--- config.mk ---
export PLATFORM = sky130hd
export DESIGN_NAME = led_pattern_engine
export DESIGN_NICKNAME = d
export VERILOG_FILES = /design/src/rtl/led_pattern_pkg.sv /design/src/rtl/led_tick_gen.sv /design/src/rtl/led_pattern_engine.sv
export SDC_FILE = /design/constraint.sdc
export NUM_CORES = 1
export LEC_CHECK = 0
export ABC_AREA = 1
export ABC_CLOCK_PERIOD_IN_PS = 7650
export CAP_MARGIN = 20
export CORE_MARGIN = 2
export CORE_UTILIZATION = 55
export CTS_BUF_LIST = sky130_fd_sc_hd__clkbuf_8
export CTS_CLUSTER_SIZE = 8
export DETAILED_ROUTE_END_ITERATION = 8
export DONT_BUFFER_PORTS = 1
export PLACE_DENSITY = 0.76
export SETUP_SLACK_MARGIN = 0.02
export SLEW_MARGIN = 20
export SYNTH_ARGS = -nofsm -noshare
export SYNTH_HDL_FRONTEND = slang
export SYNTH_HIERARCHICAL = 1
export SYNTH_SLANG_ARGS = --single-unit
--- constraint.sdc ---
create_clock -name iCLK -period 7.65 [get_ports iCLK]
set_clock_uncertainty 0.15 [all_clocks]
set_input_delay 1.53 -clock iCLK [delete_from_list [all_inputs] [get_ports iCLK]]
set_output_delay 1.53 -clock iCLK [all_outputs]
set_load 0.05 [all_outputs]
--- src/rtl/led_pattern_pkg.sv ---
// Shared definitions for the LED pattern engine: mode encoding and PWM width.
package led_pattern_pkg;

  typedef enum logic [1:0] {
    MODE_BOUNCE = 2'd0,
    MODE_ROTL   = 2'd1,
    MODE_ROTR   = 2'd2,
    MODE_BAR    = 2'd3
  } mode_e;

  localparam int PWM_W = 4;
  localparam int SPD_W = 3;

endpackage

--- src/rtl/led_tick_gen.sv ---
// Base-tick prescaler and step divider; emits a one-cycle step request.
module led_tick_gen
  import led_pattern_pkg::*;
#(
  parameter int TICK_DIV = 2097152
) (
  input  logic             iCLK,
  input  logic             iRST,
  input  logic             iCLEAR,
  input  logic             iPAUSE,
  input  logic [SPD_W-1:0] iSPEED,
  output logic             oSTEP
);

  localparam int CW = $clog2(TICK_DIV);
  localparam logic [CW-1:0] PRE_MAX = CW'(TICK_DIV - 1);

  logic [CW-1:0]    r_pre;
  logic [SPD_W-1:0] r_div;
  logic             w_tick;

  assign w_tick = (r_pre == PRE_MAX) && !iPAUSE;
  assign oSTEP  = w_tick && (r_div == iSPEED);

  // Prescaler and divider; a divider left above a lowered speed clears without stepping.
  always_ff @(posedge iCLK) begin
    if (iRST || iCLEAR) begin
      r_pre <= '0;
      r_div <= '0;
    end else begin
      if (!iPAUSE) begin
        r_pre <= (r_pre == PRE_MAX) ? '0 : r_pre + 1'b1;
      end
      if (w_tick) begin
        r_div <= (r_div >= iSPEED) ? '0 : r_div + 1'b1;
      end
    end
  end

endmodule

--- src/rtl/led_pattern_engine.sv ---
// LED pattern generator: bounce, rotate-left, rotate-right and bar modes with
// programmable step rate and pause. Optional PWM brightness gating is enabled
// by defining LED_PATTERN_PWM_EN, which adds the iBRIGHT port.
module led_pattern_engine
  import led_pattern_pkg::*;
#(
  parameter int WIDTH    = 10,
  parameter int SEG      = 3,
  parameter int TICK_DIV = 2097152
) (
  input  logic             iCLK,
  input  logic             iRST,
  input  logic [1:0]       iMODE,
  input  logic [SPD_W-1:0] iSPEED,
  input  logic             iPAUSE,
`ifdef LED_PATTERN_PWM_EN
  input  logic [PWM_W-1:0] iBRIGHT,
`endif
  output logic [WIDTH-1:0] oLED,
  output logic             oSTEP,
  output logic             oDIR
);

  localparam int PW = $clog2(WIDTH + 1);
  localparam logic [PW-1:0] W_P      = PW'(WIDTH);
  localparam logic [PW-1:0] BNC_MAX  = PW'(WIDTH - SEG);
  localparam logic [PW-1:0] BAR_MAX  = PW'(WIDTH);
  localparam logic [PW-1:0] ROT_MAX  = PW'(WIDTH - 1);
  localparam logic [WIDTH-1:0] SEG_PAT = {{(WIDTH - SEG){1'b0}}, {SEG{1'b1}}};

  mode_e            r_mode;
  mode_e            w_mode_nxt;
  mode_e            w_mode_in;
  logic [PW-1:0]    r_pos;
  logic [PW-1:0]    w_pos_nxt;
  logic [PW-1:0]    w_limit;
  logic             r_dir;
  logic             w_dir_nxt;
  logic             r_step;
  logic             w_step_nxt;
  logic             w_step;
  logic             w_mode_chg;
  logic [WIDTH-1:0] w_pat;
  logic [WIDTH-1:0] w_led_d;
  logic [WIDTH-1:0] r_led;

  assign w_mode_in  = mode_e'(iMODE);
  assign w_mode_chg = (w_mode_in != r_mode);

  led_tick_gen #(
    .TICK_DIV (TICK_DIV)
  ) u_tick (
    .iCLK   (iCLK),
    .iRST   (iRST),
    .iCLEAR (w_mode_chg),
    .iPAUSE (iPAUSE),
    .iSPEED (iSPEED),
    .oSTEP  (w_step)
  );

  // Next pattern state; a mode change takes priority over a coincident step.
  always_comb begin
    w_mode_nxt = r_mode;
    w_pos_nxt  = r_pos;
    w_dir_nxt  = r_dir;
    w_step_nxt = 1'b0;
    w_limit    = (r_mode == MODE_BAR) ? BAR_MAX : BNC_MAX;
    if (w_mode_chg) begin
      w_mode_nxt = w_mode_in;
      w_pos_nxt  = '0;
      w_dir_nxt  = (w_mode_in == MODE_ROTR);
    end else if (w_step) begin
      w_step_nxt = 1'b1;
      unique case (r_mode)
        MODE_ROTL, MODE_ROTR: begin
          w_pos_nxt = (r_pos == ROT_MAX) ? '0 : r_pos + 1'b1;
          w_dir_nxt = (r_mode == MODE_ROTR);
        end
        default: begin
          // Direction flips on the step that lands on an end, so each end shows once.
          if (!r_dir) begin
            w_pos_nxt = r_pos + 1'b1;
            if (r_pos == w_limit - 1'b1) w_dir_nxt = 1'b1;
          end else begin
            w_pos_nxt = r_pos - 1'b1;
            if (r_pos == PW'(1)) w_dir_nxt = 1'b0;
          end
        end
      endcase
    end
  end

  // Pattern decode from the next state, so oLED lands with the step.
  always_comb begin
    w_pat = '0;
    unique case (w_mode_nxt)
      MODE_BOUNCE: w_pat = SEG_PAT << w_pos_nxt;
      MODE_ROTL:   w_pat = (SEG_PAT << w_pos_nxt) | (SEG_PAT >> (W_P - w_pos_nxt));
      MODE_ROTR:   w_pat = (SEG_PAT >> w_pos_nxt) | (SEG_PAT << (W_P - w_pos_nxt));
      MODE_BAR:    w_pat = ~({WIDTH{1'b1}} << w_pos_nxt);
      default:     w_pat = '0;
    endcase
  end

`ifdef LED_PATTERN_PWM_EN
  logic [PWM_W-1:0] r_pwm;
  logic             w_pwm_en;

  assign w_pwm_en = (r_pwm < iBRIGHT) || (iBRIGHT == '1);
  assign w_led_d  = w_pat & {WIDTH{w_pwm_en}};

  // Free-running PWM phase counter.
  always_ff @(posedge iCLK) begin
    if (iRST) r_pwm <= '0;
    else      r_pwm <= r_pwm + 1'b1;
  end
`else
  assign w_led_d = w_pat;
`endif

  // State and output registers.
  always_ff @(posedge iCLK) begin
    if (iRST) begin
      r_mode <= MODE_BOUNCE;
      r_pos  <= '0;
      r_dir  <= 1'b0;
      r_step <= 1'b0;
      r_led  <= SEG_PAT;
    end else begin
      r_mode <= w_mode_nxt;
      r_pos  <= w_pos_nxt;
      r_dir  <= w_dir_nxt;
      r_step <= w_step_nxt;
      r_led  <= w_led_d;
    end
  end

  assign oLED  = r_led;
  assign oSTEP = r_step;
  assign oDIR  = r_dir;

endmodule

# Word level (Yosys, flattened, before mapping)
# Index checks and enable logic that the tools add are counted.
# W data, S select, Z words.
# classes
n_addsub	6
order_cmp	1
n_eq_ne	13
n_shift	5
n_mux	17
bitwise	3
n_reduce_logical	8
# ops
cell	count
$pmux W10 S4	1
$mux W4	6
$add A21 B1 Y21 const B	1
$eq A21 B21 Y1 const B	1
$mux W21	1
$or A10 B10 Y10	2
$shl A3 B4 Y10 const A	2
$shr A3 B4 Y10 const A	2
$eq A2 B2 Y1 const B	5
$not A10 Y10	1
$shl A10 B4 Y10 const A	1
$sub A4 B1 Y4 const B	2
$mux W1	7
$add A4 B1 Y4 const B	1
$eq A2 B1 Y1 const B	2
$eq A4 B1 Y1 const B	1
$eq A4 B4 Y1	1
$eq A4 B4 Y1 const B	1
$reduce_or A2 Y1	2
$sub A4 B4 Y4 const A	1
$add A3 B1 Y3 const B	1
$eq A3 B3 Y1	1
$ge A3 B3 Y1	1
$mux W3	1
other kinds (7)	8
# word_totals
register_bits	42
inputBits	8
out_inout_bits	12
elab_cells	60

# Depth between registers and ports, before layout
# Gate-level depths: netlist (run 1).
# logic_depth
ltp_word	9
ltp_mapped	25
depth_no_buf	23

# Hierarchy
# The synthesis (run 1) kept the hierarchy.
# by_module_without_submodules
mod	n_inst	cells_each	area_per_inst_um2	seq_area_each_um2
led_pattern_engine	1	228	1501.4	360.3
led_tick_gen	1	195	1381.3	480.5

# Worst setup path before layout (run 1)
# No wires, ideal clock.
# synth_path
kind	input to register
startpoint	input iPAUSE
endpoint	register r_led[2], in the netlist oLED[2]
setup_ns	0.125
t_arrival_ns	4.082
required_ns	7.375
slack_ns	3.293
cell_stages	25
path_buffers	2
cell_sequence	inv_4 > nand3_4 > nor2_4 > nand4_1 > nor2_1 > nand2_1 > nor2_1 > buf_4 > inv_1 > nor2_1 > nand2_1 > nand2_1 > inv_1 > nor2_1 > ha_1 > inv_1 > ha_1 > clkbuf_1 > nor2_1 > inv_1 > nor2_1 > nand3_1 > nand2_1 > nand2_1 > nand4_1
# synth_via
elab_chain_len	9
word_cells_on_any_way	15
classes_between	add/sub (1); shift (5); mux (3); bitwise (3); reduce/logical (3)
# synth_rtl
element	line_no	rtl
from (decl)	led_pattern_engine.sv:15	input logic iPAUSE,
$logic_not A1 Y1 (*)	led_tick_gen.sv:22	assign w_tick = (r_pre == PRE_MAX) && !iPAUSE;
$logic_and A1 B1 Y1 (*)	led_tick_gen.sv:22	
$logic_and A1 B1 Y1 (*)	led_tick_gen.sv:23	assign oSTEP = w_tick && (r_div == iSPEED);
via w_step	led_pattern_engine.sv:41	logic w_step;
$mux W4 (*)	led_pattern_engine.sv:72	end else if (w_step) begin
$mux W4 (*)	led_pattern_engine.sv:68	if (w_mode_chg) begin
via w_pos_nxt[0]	led_pattern_engine.sv:35	logic [PW-1:0] w_pos_nxt;
$sub A4 B4 Y4	led_pattern_engine.sv:98, led_pattern_engine.sv:99	
$shl A3 B4 Y10 or $shr A3 B4 Y10 (tied branches)	led_pattern_engine.sv:99, led_pattern_engine.sv:98	
$or A10 B10 Y10 (on tied branches)	led_pattern_engine.sv:99, led_pattern_engine.sv:98	
$pmux W10 S4 (*)	led_pattern_engine.sv:96	unique case (w_mode_nxt)
to (signal assigned)	led_pattern_engine.sv:134	r_led <= w_led_d;
to (decl)	led_pattern_engine.sv:45	logic [WIDTH-1:0] r_led;
# Mark *: on every way through the listed nets, which the timed path passes. The rest lies on a longest branch.
# A chain may end at the register's enable or synchronous reset.

# Final worst setup path (run 1)
# Ends and elaborated chain as after synthesis.

==> impl_results.md, run 1 <==
- Clk network pwr share: 0.409
- Synth area leader: dfxtp_1
- CP Class: primary input to register
- Row count: 26
- Comb power frac: 0.066
- Syn. warnings: 6
- Multi-input gate area: 0.001774 mm^2
- Fmax: between 200 and 250 MHz
- I/O pins: 20
- Worst R2R Setup Slack: roughly 3.6 ns
- Final setup TNS: 0 ns
- Reg2reg start: u_tick/r_pre[0]
- Sw Share: 0.2453
- Final setup violation count: 0
- Number of flops mapped to enable cells by yosys: 0
- Max clock buf depth: 2
- Least-Margin Pin Slew: 0.6283 ns
- Filler cells: 485
- Crit-path max FO: 9
- Net switching power: 106.6 uW
- Dpl ws: approximately 2.7 ns
- Area growth syn-to-layout: 6.033%
- Max_slew headroom: 0.5806
- Max IR drop VDD: 0.00007790 V
- CP arrival: approximately 4.7 ns
- DR WL/cell: 12.18 um
- Clk pin slew, worst setup/hold paths: 0.09 ns
- Slew Viols, Final: 0
- Detail Route Antenna Nets: 0
- First-pass GRT wire length: roughly 11 mm
- Max H-tree Level: 2
- Die Ht: 76.40 um
- DRC Markers: 0
- Yosys cell types: 39
- Min Tclk post-route: 4.656 ns
- Worst Hold Depth: 2
- Crit path launch type: primary input
- RSZ-0062 raised after global routing: no
- GR Overflow Total: 0
- Power share of the sequential group: 0.524
- Syn Inst Count: 423
- CTS Hold Bufs: 0
- Fin Hold WS: 0.3405 ns
- R2R cell count: 23
- Final antenna diode count: 0
- DRT Pass-1 Iters: 5
- CTS root buf: clkbuf_8
- Most used DFF post-synth: dfxtp_1
- CTS tree: built
- Critical Path Sink Type: register
- Gpl congestion: 0.9041
- Post-synthesis register bit count: 42
- Pin count of the biggest net entering global routing: 15
- Antenna violations before repair: 0
- Port bufs: 0
- Hold Fails Final Rpt: 0
- CTS resizes: 0
- Die Span X: roughly 76 um
- Vias: roughly 2600
- Routed vias/inst: 5.274
- Sequential-to-total area share from yosys stat: 0.2917
- Yosys top cell area share: 0.2917
- Clock sinks: 42
- Worst setup margin: 2.994 ns
- Initial Util: 0.5680
- Pwr Density: 142.2 mW/mm^2
- Worst hold endpoint: u_tick/r_pre[18]
- P_leak: 1.268 nW
- Required @ worst endpoint: between 7 and 8 ns
- Top cells by area, synth: dfxtp_1 29%, nand2_1 12%, nor2_1 8.6%
- Register Area: 840.8 um^2
- HP Class: register to register
- Share of cells above drive strength 1: 0.1054
- Post-Synthesis Cell Area: 0.002883 mm^2
- Hold path start: u_tick/r_pre[18]
- Total core area: 0.005075 mm^2
- Post-CTS setup buffers: 0
- Clk Latency, worst-skew pair: 0.30 ns
- Period utilisation layout: 0.6086
- Ys async rst share: 0
- Nets: 453
- Post-Syn Nets: 450
- GRT Overall Usage: 0.2164
- Maxcap violations: 0
- Reg-to-reg endpoint: oLED[2]
- Int Power: 328.0 uW
- DR iter-0 viols: approximately 160
- DP HPWL: roughly 4.8 mm
- Drt total wl: 6.053 mm
- Number of global-route vias before repair: 2385
- CTS Buf Count: 5
- Status: completed
- Average cell area after synthesis: 6.815 um^2
- Die ar.: approximately 0.0058 mm^2
==> synthesized netlist by cell type (2+ instances only) <==
| master | n |
|---|---|
| a21oi_4 | 2 |
| nor2_2 | 8 |
| ha_1 | 19 |
| a21oi_1 | 11 |
| xor2_1 | 5 |
| dfxtp_1 | 42 |
| inv_4 | 2 |
| o211ai_1 | 3 |
| nor3_1 | 3 |
| xnor2_1 | 4 |
| nand3_1 | 32 |
| inv_1 | 57 |
| nor2_1 | 66 |
| or2_2 | 2 |
| nor2_4 | 3 |
| nand2_1 | 94 |
| nand2_4 | 5 |
| nand2_2 | 3 |
| nand4_1 | 14 |
| nand3_4 | 4 |
| inv_2 | 3 |
| o21ai_1 | 6 |
| o21ai_0 | 14 |
| nand3b_1 | 4 |
| a31oi_1 | 2 |
| clkbuf_1 | 2 |
==> worst max-delay path by stage <==
| stage | startpoint | endpoint | slack, ns | depth (start not counted) |
|---|---|---|---|---|
| 6_report | iPAUSE | oLED[2] | 2.99 | 23 |
| 2_1_floorplan | iPAUSE | oLED[2] | 3.29 | 25 |
| 4_1_cts | iPAUSE | oLED[2] | 3.04 | 23 |
| 5_1_grt | iPAUSE | oLED[2] | 2.61 | 23 |
| 3_5_place_dp | iPAUSE | oLED[2] | 2.73 | 23 |
| 3_3_place_gp | iPAUSE | oLED[2] | 2.82 | 23 |
==> through the flow <==
stage	cell area (um^2)	utilization	std cells	power, mW
5_1_grt	3057	0.6023	497	0.4505
4_1_cts	3057	0.6023	497	0.4387
3_3_place_gp	2944	0.5801	489	0.2615
3_5_place_dp	2944	0.5801	489	0.2617
2_1_floorplan	2883	-	423	0.2558
6_report	3057	0.6023	497	0.4346
==> worst max-delay path, stage by stage <==
cell	delay, ns
inv_4	0.07
nand3_4	0.08
nor2_4	0.16
nand4_1	0.12
nor2_1	0.11
nand2_1	0.06
nor2_1	0.46
inv_1	0.24
nor2_1	0.15
nand2_1	0.06
nand2_1	0.08
inv_1	0.04
nor2_1	0.26
ha_1	0.26
inv_1	0.07
ha_1	0.43
nor2_1	0.08
inv_1	0.11
nor2_1	0.06
nand3_1	0.08
nand2_1	0.05
nand2_1	0.05
nand4_1	0.07
==> power groups by stage <==
stage,registers [mW],logic [mW],clock network (mW)
2_1_floorplan,0.232,0.0235,0
3_3_place_gp,0.233,0.0285,0
3_5_place_dp,0.233,0.0286,0
4_1_cts,0.228,0.0287,0.182
5_1_grt,0.228,0.0333,0.189
6_report,0.228,0.0288,0.178
==> cell families after synthesis <==
| group | count (synthesis) | share of synthesized area |
|---|---|---|
| simple gates | 242 | 0.4089 |
| compound gates | 44 | 0.09679 |
| buf+inv | 67 | 0.09288 |
| flops | 42 | 0.2917 |
| xor+xnor | 9 | 0.02734 |
| fa+ha+maj | 19 | 0.08247 |
==> sequential cells by signal (all words and copies together), names as in the netlist <==
register / cells
oLED: 10
oSTEP: 1
r_pos: 4
u_tick/r_div: 3
oDIR: 1
r_mode: 2
u_tick/r_pre: 21
==> cell usage in the layout (no fill, tap or decap), types with 2 or more instances in the layout <==
master    Yosys  routed
a31oi_1       2       2
a21oi_4       2       2
inv_2         3       3
nor2_2        8       8
nor2_1       66      66
clkbuf_8      0       5
nor2_4        3       3
o21ai_1       6       6
inv_4         2       2
or2_2         2       2
dfxtp_1      42      42
nand2_1      94      94
o211ai_1      3       3
nand3_1      32      32
nand3b_1      4       4
a21oi_1      11      11
ha_1         19      19
nor3_1        3       3
nand2_2       3       3
xnor2_1       4       4
nand3_4       4       4
xor2_1        5       5
inv_1        57      57
o21ai_0      14      14
nand2_4       5       5
nand4_1      14      14
==> area by class of cell <==
type                       instances  area share
clock buffer                       5     0.02251
clock inverter                     3     0.01433
inverter                          63     0.07900
multi-input combinational        314      0.5804
sequential                        42      0.2751
tap                               70     0.02865
==> routing by layer <==
metal / routed length, um / vias up / share of wire / track usage
met5: 0 / - / 0 / 0
met4: 83 / 0 / 0.014 / 0.06000
met3: 347 / 8 / 0.057 / 0.03555
met2: 2644 / 79 / 0.44 / 0.3460
met1: 2978 / 1176 / 0.49 / 0.3022
li1: - / 1358 / - / -
No activity file was read; power rests on OpenSTA's default activity.
==> inputs of run 2 (changes only) <==
- ABC_CLOCK_PERIOD_IN_PS: 7650 -> 4400
- clock period: 7.65 -> 4.4 ns (I/O delays scaled with it)
==> run 2 against run 1 <==
Compared with the run above: non-clock buffer count grew 1; worst setup slack worse by 2.2 ns; design area down 0.33%; core utilization is 0.20 points lower; hold slack hardly changed; first-iteration DRC count fell by 5.1%; register-to-register slack worse by 2.9 ns; combinational power grew 75%; flip-flop and latch count stayed put; die area unchanged; count of clock-buffer cells in the layout is 1 higher; sequential power rose by 74%.
==> impl_results.md, run 2 (same netlist as run 1, synthesis figures left out) <==
- Status: completed (unchanged)
- Clock sinks: 42 (unchanged)
- Crit path cell chain: ha_1 > nand3_4 > nor2_4 > nand4_1 > nor2_1 > nand2_1 > nor2_1 > inv_1 > nor2_1 > nand2_1 > nand2_1 > inv_1 > nor2_1 > ha_1 > inv_1 > ha_1 > nor2_1 > inv_1 > nor2_1 > nand3_1 > nand2_1 > nand2_1 > nand4_1 (was inv_4 > nand3_4 > nor2_4 > nand4_1 > nor2_1 > nand2_1 > nor2_1 > inv_1 > nor2_1 > nand2_1 > nand2_1 > inv_1 > nor2_1 > ha_1 > inv_1 > ha_1 > nor2_1 > inv_1 > nor2_1 > nand3_1 > nand2_1 > nand2_1 > nand4_1)
- Slowest stage cell on the critical path: ha_1 (was nor2_1)
- Reg2reg start: u_tick/r_pre[0] (unchanged)
- Final Instance Area: 0.003047 mm^2 (was 0.003057 mm^2)
- Cells after DPL: 490 (was 489)
- DR iter-0 viols: 148 (was 156)
- Fmax: ~280 MHz
- Worst hold endpoint: u_tick/r_pre[18] (unchanged)
- Area growth syn-to-layout: 5.686% (was 6.033%)
- Port bufs: 0 (unchanged)
- CTS resizes: 0 (unchanged)
- Post-CTS setup buffers: 0 (unchanged)
- Worst R2R Setup Slack: 0.78 ns (was 3.64 ns)
- Required @ worst endpoint: 4.43 ns (was 7.69 ns)
- Max H-tree Level: 2 (unchanged)
- Reg-to-reg endpoint: oLED[2] (unchanged)
- Critical Path Sink Type: register (unchanged)
- Final setup TNS: 0 ns (unchanged)
- Row count: 26 (unchanged)
- Antenna violations before repair: 0 (unchanged)
- DRT Pass-1 Iters: 4 (was 5)
- Gpl congestion: 0.8838 (was 0.9041)
- Largest register by flop count: u_tick/r_pre (unchanged)
- CTS root buf: clkbuf_8 (unchanged)
- Pwr Density: 234.2 mW/mm^2 (was 142.2 mW/mm^2)
- Worst setup margin: 0.7837 ns (was 2.994 ns)
- Pin count of the biggest net entering global routing: 15 (unchanged)
- Die Span X: 76.40 um (unchanged)
- DRC Markers: 0 (unchanged)
- Nets: 454 (was 453)
- R2R cell count: 23 (unchanged)
- HP Class: register to register (unchanged)
- Vias: 2624 (was 2621)
- CP arrival: 3.64 ns (was 4.70 ns)
- CP peak stage delay: 0.42 ns (was 0.46 ns)
- Drt total wl: 6.264 mm (was 6.053 mm)
- Number of global-route vias before repair: 2406 (was 2385)
- Initial Util: 0.5680 (unchanged)
- Maxcap violations: 0 (unchanged)
- PnR Total Power: 713.5 uW (was 434.6 uW)
- GRT Overall Usage: 0.2244 (was 0.2164)
- Max_slew headroom: 0.5777 (was 0.5806)
- CTS Hold Bufs: 0 (unchanged)
- I/O pins: 20 (unchanged)
- Fin Hold WS: 0.3407 ns (was 0.3405 ns)
- Multi-input gate area: 0.001774 mm^2 (unchanged)
- Crit-path max FO: 9 (unchanged)
- Post-DP Area: 0.002952 mm^2 (was 0.002944 mm^2)
- Post-layout util: 0.6003 (was 0.6023)
- First-pass GRT wire length: 10.81 mm (was 10.58 mm)
- Slew Viols, Final: 0 (unchanged)
- Die ar.: 0.005836 mm^2 (unchanged)
- Final cell count without fillers: 498 (was 497)
- P_leak: 1.268 nW (about the same)
- GR Overflow Total: 0 (unchanged)
- Hold Fails Final Rpt: 0 (unchanged)
- Register Area: 840.8 um^2 (unchanged)
- Most frequent cells in the layout: 94 x nand2_1, 66 x nor2_1, 58 x inv_1, 42 x dfxtp_1, 32 x nand3_1 (was 94 x nand2_1, 66 x nor2_1, 57 x inv_1, 42 x dfxtp_1, 32 x nand3_1)
- Min Tclk post-route: 3.616 ns
- Clk Latency, worst-skew pair: 0.30 ns (about the same)
- RSZ-0062 raised after global routing: no (unchanged)
- Hold path start: u_tick/r_pre[18] (unchanged)
- Filler cells: 495 (was 485)
- Share of cells above drive strength 1: 0.1051 (was 0.1054)
- Routed vias/inst: 5.269 (was 5.274)
- Worst Hold Depth: 2 (unchanged)
- CTS Buf Count: 5 (unchanged)
- Least-Margin Pin Slew: 0.6325 ns (was 0.6283 ns)
- Detail Route Antenna Nets: 0 (unchanged)
- CTS tree: built (unchanged)
- Final setup violation count: 0 (unchanged)
- DR WL/cell: 12.58 um (was 12.18 um)
- Largest register FFs: 21 (unchanged)
- Max IR drop VDD: 0.0001525 V (was 0.00007790 V)
- Die Ht: 76.40 um (unchanged)
- Total core area: 0.005075 mm^2 (unchanged)
- Commonest non-fill, non-tap cell in the layout: nand2_1 (unchanged)
- Dpl ws: 0.5225 ns (was 2.732 ns)
- CP Class: register to register (was primary input to register)
- Crit path launch type: register (was primary input)
- Period utilisation layout: 0.8219
- CP most frequent cell: nor2_1 (unchanged)
- DP HPWL: 4.758 mm (was 4.751 mm)
- Clk pin slew, worst setup/hold paths: 0.08 ns (was 0.09 ns)
- Final antenna diode count: 0 (unchanged)
- Max clock buf depth: 2 (unchanged)
-- run 2: how the worst max path moves through the flow --
stage               startpoint       to  slack [ns]  depth (start not counted)
6_report       u_tick/r_pre[0]  oLED[2]        0.78                         23
2_1_floorplan           iPAUSE  oLED[2]        0.69                         25
4_1_cts        u_tick/r_pre[0]  oLED[2]        0.80                         23
5_1_grt        u_tick/r_pre[0]  oLED[2]        0.35                         23
3_5_place_dp            iPAUSE  oLED[2]        0.52                         23
3_3_place_gp            iPAUSE  oLED[2]        0.64                         23
-- run 2: routing by layer --
| metal | GRT usage | share of wire | vias up |
|---|---|---|---|
| met2 | 0.3558 | 0.44 | 85 |
| met1 | 0.3052 | 0.49 | 1166 |
| met3 | 0.04502 | 0.056 | 10 |
| li1 | - | - | 1363 |
| met4 | 0.07636 | 0.015 | 0 |
| met5 | 0 | 0 | - |
-- run 2: report_power, final --
group          internal, mW  leakage [nW]  total, mW  switching [mW]
combinational        0.0165         0.875     0.0503          0.0338
clock                 0.128        0.0530      0.267           0.139
sequential            0.384         0.340      0.396          0.0124
-- run 2: critical path, delay by kind of cell (launching register included) --
kind,cells,cell delay (ns)
adder cells (fa/ha/maj),3,0.95
buffers and inverters,4,0.36
AND/OR/NAND/NOR,16,1.65
flip-flops,1,0.38
-- run 2: area by class of cell --
cell class,instances,share of cell area
multi-input cells,314,0.5823
clock inverters,2,0.004107
inverters,63,0.07926
flip-flops and latches,42,0.2760
repair buffers,1,0.002464
well taps,70,0.02875
clock buffers,6,0.02710
